<file path="src/rtl/t5_pkg.sv">
// Shared constants for the t5 load/store unit: opcodes, access sizes,
// FSM encoding and small address helpers.
package t5_pkg;

  localparam logic [4:0] OPC_LOAD  = 5'h00;
  localparam logic [4:0] OPC_STORE = 5'h08;

  localparam logic [1:0] SZ_BYTE = 2'b00;
  localparam logic [1:0] SZ_HALF = 2'b01;
  localparam logic [1:0] SZ_WORD = 2'b10;

  localparam logic [1:0] ST_IDLE  = 2'd0;
  localparam logic [1:0] ST_BUSY  = 2'd1;
  localparam logic [1:0] ST_FLUSH = 2'd2;

  // Size field 2'b11 is treated as a word access.
  function automatic logic misaligned(input logic [1:0] sz, input logic [1:0] a);
    logic res;
    case (sz)
      SZ_BYTE: res = 1'b0;
      SZ_HALF: res = a[0];
      default: res = (a != 2'b00);
    endcase
    return res;
  endfunction

  function automatic logic [3:0] byte_sel(input logic [1:0] sz, input logic [1:0] a);
    logic [3:0] res;
    case (sz)
      SZ_BYTE: res = 4'b0001 << a;
      SZ_HALF: res = 4'b0011 << {a[1], 1'b0};
      default: res = 4'b1111;
    endcase
    return res;
  endfunction

endpackage

</file>
<file path="src/rtl/t5_lsu_align.sv">
// Load lane shifter: moves the addressed byte/half down to bit 0 and
// sign- or zero-extends it according to funct3.
module t5_lsu_align
  import t5_pkg::*;
(
  input  logic [31:0] rdat,
  input  logic [1:0]  adr,
  input  logic [2:0]  fn3,
  output logic [31:0] res
);

  logic [31:0] w_sh;
  logic        w_sx;

  // Shift and extend the returned word
  always_comb begin
    w_sh = rdat >> {adr, 3'b000};
    w_sx = 1'b0;
    res  = 32'h0000_0000;
    case (fn3[1:0])
      SZ_BYTE: begin
        w_sx = w_sh[7] & ~fn3[2];
        res  = {{24{w_sx}}, w_sh[7:0]};
      end
      SZ_HALF: begin
        w_sx = w_sh[15] & ~fn3[2];
        res  = {{16{w_sx}}, w_sh[15:0]};
      end
      default: begin
        w_sx = 1'b0;
        res  = w_sh;
      end
    endcase
  end

endmodule

</file>
<file path="src/rtl/t5_lsu.sv">
// t5 load/store unit: single-outstanding data-bus master with stall,
// bus timeout, aligned load return and misalign/fault reporting.
module t5_lsu
  import t5_pkg::*;
#(
  parameter int TMO = 16,
  parameter int TW  = 5
) (
  input  logic        sclk,
  input  logic        srst,
  input  logic        sena,
  input  logic        xreq,
  input  logic [4:0]  xopc,
  input  logic [2:0]  xfn3,
  input  logic [31:0] xadr,
  input  logic [31:0] xdat,
  output logic [29:0] dwb_adr_o,
  output logic [31:0] dwb_dat_o,
  output logic [3:0]  dwb_sel_o,
  output logic        dwb_we_o,
  output logic        dwb_stb_o,
  output logic        dwb_cyc_o,
  input  logic [31:0] dwb_dat_i,
  input  logic        dwb_ack_i,
  input  logic        dwb_err_i,
  output logic        lstl,
  output logic [31:0] mdat,
  output logic        mval,
  output logic [1:0]  xstb,
  output logic        xwre,
  output logic        lflt
);

  logic [1:0]    r_st;
  logic [TW-1:0] r_cnt;
  logic [29:0]   r_adr;
  logic [31:0]   r_dat;
  logic [3:0]    r_sel;
  logic          r_we;
  logic          r_stb;
  logic          r_cyc;
  logic          r_lstl;
  logic [31:0]   r_mdat;
  logic          r_mval;
  logic [1:0]    r_xstb;
  logic          r_xwre;
  logic          r_lflt;
  logic [2:0]    r_fn3;
  logic [1:0]    r_alo;

  logic          w_ld;
  logic          w_st;
  logic          w_go;
  logic          w_mis;
  logic          w_tmo;
  logic [3:0]    w_sel;
  logic [31:0]   w_ldat;

  assign w_ld  = (xopc == OPC_LOAD);
  assign w_st  = (xopc == OPC_STORE);
  assign w_go  = xreq & sena & (w_ld | w_st);
  assign w_mis = misaligned(xfn3[1:0], xadr[1:0]);
  assign w_sel = byte_sel(xfn3[1:0], xadr[1:0]);
  assign w_tmo = (r_cnt == TW'(TMO - 1));

  t5_lsu_align u_align (
    .rdat (dwb_dat_i),
    .adr  (r_alo),
    .fn3  (r_fn3),
    .res  (w_ldat)
  );

  // Bus FSM, timeout counter and all registered outputs
  always_ff @(posedge sclk or negedge srst) begin
    if (!srst) begin
      r_st   <= ST_IDLE;
      r_cnt  <= '0;
      r_adr  <= 30'h0;
      r_dat  <= 32'h0;
      r_sel  <= 4'h0;
      r_we   <= 1'b0;
      r_stb  <= 1'b0;
      r_cyc  <= 1'b0;
      r_lstl <= 1'b0;
      r_mdat <= 32'h0;
      r_mval <= 1'b0;
      r_xstb <= 2'b00;
      r_xwre <= 1'b0;
      r_lflt <= 1'b0;
      r_fn3  <= 3'h0;
      r_alo  <= 2'h0;
    end else begin
      r_xstb <= 2'b00;
      r_mval <= 1'b0;
      case (r_st)
        ST_IDLE: begin
          r_cnt <= '0;
          if (w_go && w_mis) begin
            r_xstb <= 2'b11;
            r_lflt <= 1'b0;
            r_xwre <= w_st;
          end else if (w_go) begin
            r_adr  <= xadr[31:2];
            r_dat  <= xdat;
            r_sel  <= w_sel;
            r_we   <= w_st;
            r_fn3  <= xfn3;
            r_alo  <= xadr[1:0];
            r_cyc  <= 1'b1;
            r_stb  <= 1'b1;
            r_lstl <= 1'b1;
            r_st   <= ST_BUSY;
          end
        end
        ST_BUSY: begin
          // err has priority over a simultaneous ack
          if (dwb_err_i || (w_tmo && !dwb_ack_i)) begin
            r_cyc  <= 1'b0;
            r_stb  <= 1'b0;
            r_lstl <= 1'b0;
            r_we   <= 1'b0;
            r_xstb <= 2'b11;
            r_lflt <= 1'b1;
            r_xwre <= r_we;
            r_st   <= ST_FLUSH;
          end else if (dwb_ack_i) begin
            r_cyc  <= 1'b0;
            r_stb  <= 1'b0;
            r_lstl <= 1'b0;
            r_we   <= 1'b0;
            if (!r_we) begin
              r_mdat <= w_ldat;
              r_mval <= 1'b1;
            end
            r_st   <= ST_FLUSH;
          end else begin
            r_cnt  <= r_cnt + TW'(1);
          end
        end
        ST_FLUSH: begin
          r_cnt <= '0;
          r_st  <= ST_IDLE;
        end
        default: begin
          r_cyc  <= 1'b0;
          r_stb  <= 1'b0;
          r_lstl <= 1'b0;
          r_cnt  <= '0;
          r_st   <= ST_IDLE;
        end
      endcase
    end
  end

  assign dwb_adr_o = r_adr;
  assign dwb_dat_o = r_dat;
  assign dwb_sel_o = r_sel;
  assign dwb_we_o  = r_we;
  assign dwb_stb_o = r_stb;
  assign dwb_cyc_o = r_cyc;
  assign lstl      = r_lstl;
  assign mdat      = r_mdat;
  assign mval      = r_mval;
  assign xstb      = r_xstb;
  assign xwre      = r_xwre;
  assign lflt      = r_lflt;

endmodule

</file>
<file path="config.mk">
export PLATFORM = sky130hd
export DESIGN_NAME = t5_lsu
export DESIGN_NICKNAME = d
export VERILOG_FILES = /design/src/rtl/t5_pkg.sv /design/src/rtl/t5_lsu_align.sv /design/src/rtl/t5_lsu.sv
export SDC_FILE = /design/constraint.sdc
export NUM_CORES = 1
export LEC_CHECK = 0
export ABC_AREA = 1
export ABC_CLOCK_PERIOD_IN_PS = 2720
export BUFFER_PORTS_ARGS = -buffer_cell sky130_fd_sc_hd__buf_2
export CAP_MARGIN = 20
export CELL_PAD_IN_SITES_DETAIL_PLACEMENT = 1
export CELL_PAD_IN_SITES_GLOBAL_PLACEMENT = 2
export CORE_ASPECT_RATIO = 2
export CORE_MARGIN = 1
export CORE_UTILIZATION = 26
export CTS_CLUSTER_DIAMETER = 40
export DETAILED_ROUTE_END_ITERATION = 7
export GPL_TIMING_DRIVEN = 1
export HOLD_SLACK_MARGIN = 0.06
export PLACE_DENSITY_LB_ADDON = 0.1
export SYNTH_ARGS = -nofsm -noshare
export SYNTH_HDL_FRONTEND = slang
export SYNTH_SLANG_ARGS = --single-unit
export TNS_END_PERCENT = 50
</file>
<file path="constraint.sdc">
create_clock -name sclk -period 2.72 [get_ports sclk]
set_clock_uncertainty 0.2 [all_clocks]
set_input_delay 0.544 -clock sclk [delete_from_list [all_inputs] [get_ports sclk]]
set_output_delay 0.544 -clock sclk [all_outputs]
set_load 0.01 [all_outputs]
</file>
==> flow_metrics.env <==
export IMPL_crit_fanout=33
export IMPL_hold_path_class="input port to register"
export IMPL_die_y_um=207.1
export IMPL_finalSetupViolCount=0
export IMPL_rr_worst_depth=11
export IMPL_register_area_sq_mm=0.002903
export IMPL_start_util=0.2661
export IMPL_htree_levels=4
export IMPL_drv_cap=0
export IMPL_dominantRegCellSynth="dfrtp_1"
export IMPL_pre_cts_slack_ns=0.4665
export IMPL_multiInputGateArea_sq_mm=0.002130
export IMPL_worst_slack_ns=0.4959
export IMPL_ctsLongestPathBuffers=2
export IMPL_die_area_sq_mm=0.02165
export IMPL_synth_top_area_cell="dfrtp_1"
export IMPL_post_route_period_util=0.8177
export IMPL_hold_buffers=1
export IMPL_hold_violations=0
export IMPL_synth_nets=831
export IMPL_crit_slowest_cell="dfrtp_1"
export IMPL_min_period_ns=2.224
export IMPL_worstPathArrival_ns=2.34
export IMPL_ys_ff_latch=116
export IMPL_cpPeakStageDelay_ns=0.41
export IMPL_drive_gt1_frac=0.2965
export IMPL_port_buffer_count=216
export IMPL_synth_commonest_cells="nand2_1 (351), dfrtp_1 (116), inv_1 (55)"
export IMPL_cts_tree="built"
export IMPL_cp_start_kind="register"
export IMPL_cts_repair_resized=0
export IMPL_io_pins=217
export IMPL_viasPerCell=4.414
export IMPL_tightestPinTransition_ns=0.5749
export IMPL_cts_sinks=116
export IMPL_slew_limit_headroom=0.6167
export IMPL_drt_iter0_drc=159
export IMPL_grt_pass1_wl_mm=31.11
export IMPL_clock_latency_ns=0.42
export IMPL_synth_most_common_cell="nand2_1"
export IMPL_num_fill_cells=2637
export IMPL_tns_ns=0
export IMPL_clk_pin_slew_worst_paths_ns=0.05
export IMPL_final_max_slew_viol_count=0
export IMPL_crit_path_end_kind="register"
export IMPL_postCtsSetupBuffers=0
export IMPL_leakage_nw=4.525
export IMPL_dp_cells=1174
export IMPL_core_sq_mm=0.02055
export IMPL_rows=74
export IMPL_clockRootBuffer="clkbuf_16"
export IMPL_synth_area_leaders="dfrtp_1 (53%), nand2_1 (24%), nand3_1 (4.9%), inv_1 (3.8%), nor2_1 (2.9%)"
export IMPL_rsz0062_at_grt="false"
export IMPL_crit_buf_inv=2
export IMPL_yosysWarnings=0
export IMPL_vias=5328
export IMPL_hold_worst_slack_ns=0.1134
export IMPL_dp_hpwl_mm=14.73
export IMPL_grt_max_degree=68
export IMPL_die_x_um=104.6
export IMPL_crit_chain="ha_1 -> nand2_1 -> nor2_1 -> ha_1 -> a21oi_2 -> nand2_2 -> buf_4 -> nor2_1 -> nand3_1 -> nand2_1 -> inv_1"
export IMPL_drcViolationCount=0
export IMPL_async_flop_share=1.000
export IMPL_place_congestion=0.8277
export IMPL_synth_edf_count=0
export IMPL_overflow=0
export IMPL_outcome="completed"
export IMPL_antenna_cells=0
export IMPL_post_drt_wl_per_cell_um=16.08
export IMPL_fmax_mhz=449.6
export IMPL_wirelength_mm=19.41
export IMPL_track_usage=0.1887
export IMPL_min_path_cells=3
export IMPL_yosysSeqAreaShare=0.5308
export IMPL_cts_buffers=17
export IMPL_peakVddDrop_uv=370.0
export IMPL_syn_to_final_growth_pct=35.23
export IMPL_critPathTopFamily="simple AND/OR/NAND/NOR gates"
export IMPL_cp_depth=11
export IMPL_drtPass1Iterations=4
export IMPL_nets=1040
export IMPL_syn_inst=719
export IMPL_grt_pass1_vias=5902
export IMPL_synth_area_per_cell_sq_um=7.606
export IMPL_crit_required_ns=2.83
export IMPL_yosysUniqueCellTypes=26
export IMPL_final_cells=1207
export IMPL_antenna_found_initial=1
export IMPL_syn_area_sq_mm=0.005469
export IMPL_final_antenna_net_count=0
export IMPL_p_per_area_mw_per_mm2=740.9
export IMPL_synth_top_cell_area_share=0.5308
export IMPL_crit_type="register to register"
worst reg2reg max path, stage by stage, from the launching register on:
cell	delay (ns)
dfrtp_1	0.41
ha_1	0.24
nand2_1	0.08
nor2_1	0.04
ha_1	0.18
a21oi_2	0.20
nand2_2	0.09
buf_4	0.24
nor2_1	0.18
nand3_1	0.12
nand2_1	0.11
inv_1	0.04
cell families (layout without fill, tap and decap cells):
kind of cell,Yosys count,in the layout,share of synthesized area
AND/OR/NAND/NOR,475,475,0.3537
flip-flops,116,116,0.5308
buffers and inverters,96,318,0.07984
AO/OA/AOI/OAI,28,28,0.02791
adder cells (fa/ha/maj),2,2,0.004575
XOR/XNOR,2,2,0.003204
sequential cells by signal, summed over array words and instances, names as in the netlist:
signal and flops:
dwb_dat_o 32, mdat 32, dwb_adr_o 30, r_cnt 5
dwb_sel_o 4, r_fn3 3, r_alo 2, r_st 2
dwb_we_o 1, lflt 1, lstl 1, mval 1
xstb 1, xwre 1
stage by stage:
stage,instance area (sq um),utilization,power [mW]
floorplan,5469,-,2.617
global placement,6758,0.3288,3.117
global route,7396,0.3598,5.770
detailed placement,6758,0.3288,3.140
CTS,7396,0.3598,5.601
finish,7396,0.3598,5.480
where the power goes:
part	total, mW	leakage, nW	switching, mW	internal [mW]
clock network	2.39	0.303	0.795	1.60
registers	2.07	1.55	0.125	1.94
logic	1.02	2.67	0.628	0.390
total	5.48	4.52	1.55	3.93
worst paths after layout:
path	startpoint	to	slack, ns
setup / recovery	r_cnt[0]	mdat[17]	0.50
hold / removal	xdat[10]	dwb_dat_o[10]	0.11
setup reg to reg	r_cnt[0]	mdat[17]	0.50
hold reg to reg	dwb_dat_o[16]	dwb_dat_o[16]	0.27
max in group asynchronous	srst	dwb_dat_o[15]	1.23
min in group asynchronous	srst	mdat[13]	0.37
metal layers:
layer / vias to the layer above / track usage / share of wire / routed length, um
li1: 2591 / - / - / -
met1: 2542 / 0.1800 / 0.35 / 6772
met2: 162 / 0.3656 / 0.57 / 11040
met3: 31 / 0.05223 / 0.053 / 1027
met4: 2 / 0.08276 / 0.029 / 556
met5: - / 0 / 0.00098 / 19
final cells by class:
cell class              count  share of cell area
clock buffers              23             0.06463
well taps                 266             0.04500
flip-flops and latches    116              0.3925
multi-input cells         507              0.2879
repair buffers            227              0.1597
inverters                  59             0.02994
clock inverters             9             0.02030
cells in the final DEF (no fill, tap or decap), types with 2 or more instances in the layout:
master	n
clkbuf_1	3
clkbuf_16	17
clkinv_2	3
inv_1	55
o22ai_1	3
inv_2	4
ha_1	2
o21ai_0	18
bufinv_16	4
nand2_1	351
nand3_1	54
nor2_1	42
buf_2	215
clkbuf_8	3
or2_2	15
buf_4	10
a21oi_1	3
nand3_2	2
clkinvlp_4	2
or2_0	8
dfrtp_1	116
Power figures use the tool's default switching activity.
